$ cat config.mk
export PLATFORM = sky130hd
export DESIGN_NAME = fp_fixed_convert_cmp
export DESIGN_NICKNAME = d
export VERILOG_FILES = /design/src/rtl/cordic_pkg.sv /design/src/rtl/delay_counter.sv /design/src/rtl/fp_fixed_convert_cmp.sv
export SDC_FILE = /design/constraint.sdc
export NUM_CORES = 1
export LEC_CHECK = 0
export BUFFER_PORTS_ARGS = -buffer_cell sky130_fd_sc_hd__buf_2
export CAP_MARGIN = 10
export CORE_ASPECT_RATIO = 1.25
export CORE_MARGIN = 3
export CORE_UTILIZATION = 59
export CTS_CLUSTER_DIAMETER = 150
export DETAILED_ROUTE_END_ITERATION = 10
export PLACE_DENSITY = 0.78
export SLEW_MARGIN = 20
export SYNTH_ARGS = -nofsm -noshare
export SYNTH_HDL_FRONTEND = slang
export SYNTH_HIERARCHICAL = 1
export SYNTH_SLANG_ARGS = --single-unit
$ cat constraint.sdc
create_clock -name clk -period 4 [get_ports clk]
set_input_delay 0.6 -clock clk [delete_from_list [all_inputs] [get_ports clk]]
set_output_delay 0.6 -clock clk [all_outputs]
set_load 0.005 [all_outputs]
$ cat src/rtl/cordic_pkg.sv
// Shared widths, Q4.20 constants and pipeline payload types for the CORDIC angle front end.
package cordic_pkg;

  localparam int unsigned FLOAT_DATA_WIDTH  = 32;
  localparam int unsigned INTEGER_WIDTH     = 4;
  localparam int unsigned FRACTIONAL_WIDTH  = 20;
  localparam int unsigned CORDIC_DATA_WIDTH = INTEGER_WIDTH + FRACTIONAL_WIDTH;
  localparam int unsigned COUNTER_WIDTH     = 10;
  localparam int unsigned EXP_WIDTH         = 8;
  localparam int unsigned MANT_WIDTH        = 24;
  localparam int unsigned MAG_WIDTH         = MANT_WIDTH + 1;
  localparam int unsigned EXP_BIAS          = 127;
  // Exponent at which |v| >= 2^(INTEGER_WIDTH-1) no longer fits the signed integer field.
  localparam int unsigned EXP_SAT           = EXP_BIAS + INTEGER_WIDTH - 1;

  typedef logic signed [CORDIC_DATA_WIDTH-1:0] fixed_t;

  localparam fixed_t FIXED_MAX = 24'h7FFFFF;
  localparam fixed_t FIXED_MIN = 24'h800000;

  typedef struct packed {
    logic                  valid;
    logic                  sign;
    logic [EXP_WIDTH-1:0]  exp;
    logic                  frac_nz;
    logic [MANT_WIDTH-1:0] mant;
  } unpack_t;

  typedef struct packed {
    logic                 valid;
    logic                 sign;
    logic                 sat;
    logic [MAG_WIDTH-1:0] mag;
  } shift_t;

endpackage

$ cat src/rtl/delay_counter.sv
// Free-running delay counter: counts up to max after a clear; done while count >= max.
module delay_counter
  import cordic_pkg::*;
(
  input  logic                     clk,
  input  logic                     rst,
  input  logic                     clr,
  input  logic [COUNTER_WIDTH-1:0] max,
  output logic                     done
);

  logic [COUNTER_WIDTH-1:0] count;

  always_ff @(posedge clk or negedge rst) begin
    if (!rst) begin
      count <= '0;
    end else if (clr) begin
      count <= '0;
    end else if (count < max) begin
      count <= count + COUNTER_WIDTH'(1);
    end
  end

  assign done = (count >= max);

endmodule

$ cat src/rtl/fp_fixed_convert_cmp.sv
// IEEE-754 single to signed Q4.20 angle converter (3 stages), signed comparator, delay counter.
// Build option ROUND_NEAREST_EN: stage 2 rounds to nearest-even instead of truncating.
module fp_fixed_convert_cmp
  import cordic_pkg::*;
(
  input  logic                        clk,
  input  logic                        rst,
  input  logic                        clk_en,
  input  logic [FLOAT_DATA_WIDTH-1:0] angle_float,
  output fixed_t                      angle,
  output logic                        angle_valid,
  input  fixed_t                      working_angle,
  output logic                        agb,
  output logic                        aeb,
  input  logic [COUNTER_WIDTH-1:0]    counter_max,
  input  logic                        delay_clr,
  output logic                        counter_done
);

  localparam int unsigned SHAMT_WIDTH = 6;
  localparam int unsigned MAX_SHIFT   = 2 * MANT_WIDTH - 1;

  unpack_t                 s1_d, s1_q;
  shift_t                  s2_d, s2_q;
  fixed_t                  angle_d;
  logic [EXP_WIDTH-1:0]    sh_diff;
  logic [SHAMT_WIDTH-1:0]  shamt;
  logic [MANT_WIDTH-1:0]   mag_trunc;
`ifdef ROUND_NEAREST_EN
  logic [MANT_WIDTH-1:0]   rem;
  logic                    round_up;
`endif

  // Stage 1: unpack sign, exponent and mantissa with hidden one.
  always_comb begin
    s1_d         = '0;
    s1_d.valid   = 1'b1;
    s1_d.sign    = angle_float[FLOAT_DATA_WIDTH-1];
    s1_d.exp     = angle_float[30:23];
    s1_d.frac_nz = |angle_float[22:0];
    s1_d.mant    = {1'b1, angle_float[22:0]};
  end

  // Stage 2: classify and right-shift mantissa into a Q4.20 magnitude.
  always_comb begin
    s2_d       = '0;
    s2_d.valid = s1_q.valid;
    s2_d.sign  = s1_q.sign;
    sh_diff    = EXP_WIDTH'(EXP_SAT) - s1_q.exp;
    shamt      = (sh_diff > EXP_WIDTH'(MAX_SHIFT)) ? SHAMT_WIDTH'(MAX_SHIFT)
                                                   : sh_diff[SHAMT_WIDTH-1:0];
`ifdef ROUND_NEAREST_EN
    {mag_trunc, rem} = {s1_q.mant, MANT_WIDTH'(0)} >> shamt;
    round_up         = rem[MANT_WIDTH-1] & ((|rem[MANT_WIDTH-2:0]) | mag_trunc[0]);
    s2_d.mag         = {1'b0, mag_trunc} + MAG_WIDTH'(round_up);
`else
    mag_trunc        = s1_q.mant >> shamt;
    s2_d.mag         = {1'b0, mag_trunc};
`endif
    if (s1_q.exp == '0 || (s1_q.exp == '1 && s1_q.frac_nz)) begin
      s2_d.mag = '0;
    end else if (s1_q.exp >= EXP_WIDTH'(EXP_SAT)) begin
      s2_d.sat = 1'b1;
    end
  end

  // Stage 3: apply sign, saturating out-of-range (or round-overflowed) magnitudes.
  always_comb begin
    angle_d = '0;
    if (s2_q.sat || (s2_q.mag > {1'b0, FIXED_MAX})) begin
      angle_d = s2_q.sign ? FIXED_MIN : FIXED_MAX;
    end else if (s2_q.sign) begin
      angle_d = fixed_t'(~s2_q.mag[CORDIC_DATA_WIDTH-1:0] + CORDIC_DATA_WIDTH'(1));
    end else begin
      angle_d = fixed_t'(s2_q.mag[CORDIC_DATA_WIDTH-1:0]);
    end
  end

  always_ff @(posedge clk or negedge rst) begin
    if (!rst) begin
      s1_q        <= '0;
      s2_q        <= '0;
      angle       <= '0;
      angle_valid <= 1'b0;
    end else if (clk_en) begin
      s1_q        <= s1_d;
      s2_q        <= s2_d;
      angle       <= angle_d;
      angle_valid <= s2_q.valid;
    end
  end

  // Both operands are fixed_t, so these compare as two's complement.
  assign agb = (angle > working_angle);
  assign aeb = (angle == working_angle);

  delay_counter u_delay_counter (
    .clk  (clk),
    .rst  (rst),
    .clr  (delay_clr),
    .max  (counter_max),
    .done (counter_done)
  );

endmodule

==> metrics.md <==
| Metric | Value |
|---|---|
| Leak | 3.70 nW |
| Final instance area | about 8100 sq um |
| DRC viols | 0 |
| Number of synthesized flops with an enable pin | 0 |
| Worst EP required | 4240 ps |
| # IOs | 98 |
| Crit path max fanout | 28 |
| Drt initial violations | ~430 |
| Net Sw Power | 1.08 mW |
| Crit path kind | flip-flop to flip-flop |
| PostCTS Resize Cnt | 0 |
| Cell Chain, Critical Path | ha_1 > nor3_4 > o2111ai_2 > a211oi_4 > buf_4 > a32oi_1 > and3_1 > o211a_1 > o31ai_1 |
| Worst VDD drop | 223 uV |
| Max_cap viols | 0 |
| Family with the most delay on the worst path | compound AO/OA/AOI/OAI gates |
| Die Span X | 105 um |
| Worst-Skew Late Latency | 340 ps |
| Slew HR | around a third |
| Share of the yosys chip area belonging to registers | 33.5% |
| Core area | 11,700 sq um |
| Slew Viols, Final | 0 |
| Worst setup SP type | flip-flop |
| Dpl cells | between 1,000 and 1,500 |
| Power per cell area | 381 nW/um^2 |
| Pin count of the biggest net entering global routing | 76 |
| Cell area after synthesis | slightly above 7000 sq um |
| Gate power share | 32.5% |
| Period minus WS final | 3570 ps |
| Slowest-stage cell, CP | a211oi_4 |
| Register bit total from synthesis | 96 |
| Global-route wire length before repair | ~33,000 um |
| Placed Instance Area | about 7800 sq um |
| Port buffer count | 97 |
| Most frequent cells in the layout | 96 x dfrtp_1, 96 x buf_2, 67 x nand2_1, 58 x inv_1, 57 x a21oi_1 |
| Fmax | approximately 0.28 GHz |
| Fin crit share | 89.2% |
| Crit-path max cell delay | 640 ps |
| Arrival time at the worst endpoint | between 3000 and 4000 ps |
| Drt pass-1 iters | 5 |
| Status | completed |
| Sw Ratio | 35.2% |
| Row count | 44 |
| DR WL/cell | 19.0 um |
| Reg2reg path depth | 9 |
| Buffers & Inverters on Critical Path | 1 |
| DRT antenna net count | 0 |
| Sink Count | 96 |
| Worst R2R Setup Slack | 430 ps |
| Clock slew at reported path FFs | 70 ps |
| Fin cells | 1,041 |
| Post-Syn Instances | 803 |
| GP Congestion | 0.942 |
| # fillers | 949 |
| R2R Path Start | s1_q[25]$_DFFE_PN0P_ |
| Setup_tns | 0 ps |
| Final hold vios | 0 |
| CTS tree | done |
| Initial core utilization | 61.2% |
| GR Overflow Total | 0 |
| Clock Tree Root | clkbuf_16 |
| Share of layout cells above drive strength 1 | 22.6% |
| Clock share of power | between 20% and 30% |
| Setup violators final | 0 |
| Initial antenna violation count | 0 |
| Worst clock skew | approximately 8 ps |
| HP Class | input pin to asynchronous set/reset pin |
| Nets | 986 |
| RSZ-0062 raised after global routing | false |
| Main synth FF type | dfrtp_1 |
| Final total power | approximately 3 mW |
| Cts hold-fix bufs | 0 |
| Clock Path Buffers | 2 |
| H-Tree Depth | 3 |
| Vias in the first global route | 6,543 |
| Internal power | 1.99 mW |
| Crit path capture type | flip-flop |
| Dpl hpwl | 14,800 um |
| Worst r2r dst | s2_q[4]$_DFFE_PN0P_ |
| Die area | 13,500 sq um |
| Die Ht | 129 um |
| Syn_area_per_cell | 8.93 sq um |
| Post-Syn Nets | 914 |
| Synthesis-to-layout area growth | 12.2% |
| Vias per cell | 6.37 |
| Post-CTS setup buffers | 0 |
| Final WL | 19,800 um |
| Asr flop ratio synth | 100% |
| Ys Warns | 6 |
| Distinct cells, synth | 86 |
| Total number of vias | 6,626 |
| N_diodes | 0 |
| Total GRT Usage | roughly 30% |
| TritonCTS Buffers | 9 |
| Sequential power share | between 30% and 40% |
| Worst Tran Pin Value | 963 ps |
[kinds of logic (layout without fill, tap and decap cells)]
logic type      count (synthesis)  count (layout)  synth area share (%)
mux                            65              65                  10.2
xor+xnor                       13              13                  1.59
flops                          96              96                  33.5
buf+inv                       106             183                  6.07
fa+ha+maj                      41              41                  7.15
simple gates                  256             256                  18.6
compound gates                226             226                  22.9
[stage by stage]
| stage | hold WS [ps] | utilization (%) | setup slack [ps] |
|---|---|---|---|
| 2_1_floorplan | 304 | - | 950 |
| 3_3_place_gp | 488 | 66.1 | 694 |
| 3_5_place_dp | 491 | 66.1 | 591 |
| 4_1_cts | 397 | 68.7 | 509 |
| 5_1_grt | 421 | 68.7 | 268 |
| 6_report | 350 | 68.7 | 433 |
[cell type report]
| type | instances | area, sq um | share of cell area [%] |
|---|---|---|---|
| multi-input cells | 601 | 4360 | 54.1 |
| flip-flops and latches | 96 | 2400 | 29.8 |
| repair buffers | 109 | 578 | 7.18 |
| clock buffers | 9 | 225 | 2.80 |
| inverters | 58 | 218 | 2.70 |
| well taps | 161 | 201 | 2.50 |
| clock inverters | 7 | 71.3 | 0.886 |
[power by group through the flow]
| stage | combinational (mW) | sequential [mW] | clock, mW |
|---|---|---|---|
| after floorplan | 0.703 | 1.17 | 0 |
| after CTS | 0.991 | 1.20 | 0.890 |
| final | 0.996 | 1.20 | 0.870 |
| after global routing | 1.11 | 1.22 | 0.923 |
| after global placement | 0.955 | 1.21 | 0 |
| after detailed placement | 0.983 | 1.22 | 0 |
[routing by layer]
layer  up-vias  GRT usage, %  wire length, um
met4         0          13.1              723
met3        47          3.84              983
met2       264          53.0             9870
met1      3156          36.4             8240
li1       3159             -                -
met5         -             0                0
[sequential cells by signal, summed over array words and instances, names as in the netlist]
| register | flops |
|---|---|
| u_delay_counter/count | 10 |
| s1_q | 34 |
| angle_valid | 1 |
| s2_q | 27 |
| angle | 24 |
[synth_stat cells, drive strengths merged (10+ instances only)]
library cell	number	area share (%)
nor4	11	0.96
nor2	40	2.1
clkbuf	28	1.5
o2bb2ai	16	2.2
inv	58	3.0
or3	14	1.3
o21ai	43	3.1
nand3	35	2.4
ha	41	7.2
nand4	19	1.7
mux2	50	8.0
xnor2	10	1.2
a21oi	59	4.2
nor2b	11	0.96
a32oi	15	1.8
buf	20	1.6
mux2i	14	2.0
dfrtp	96	33
nand2	67	3.5
nor3	19	1.6
[how the worst max path moves through the flow]
stage	start	end	cells past startpoint
6_report	s1_q[25]$_DFFE_PN0P_	s2_q[4]$_DFFE_PN0P_	9
4_1_cts	s1_q[25]$_DFFE_PN0P_	s2_q[4]$_DFFE_PN0P_	9
5_1_grt	s1_q[25]$_DFFE_PN0P_	s2_q[4]$_DFFE_PN0P_	9
2_1_floorplan	working_angle[23]	agb	8
3_3_place_gp	s1_q[25]$_DFFE_PN0P_	s2_q[8]$_DFFE_PN0P_	9
3_5_place_dp	s1_q[25]$_DFFE_PN0P_	s2_q[4]$_DFFE_PN0P_	9
No activity file was read; power rests on OpenSTA's default activity.
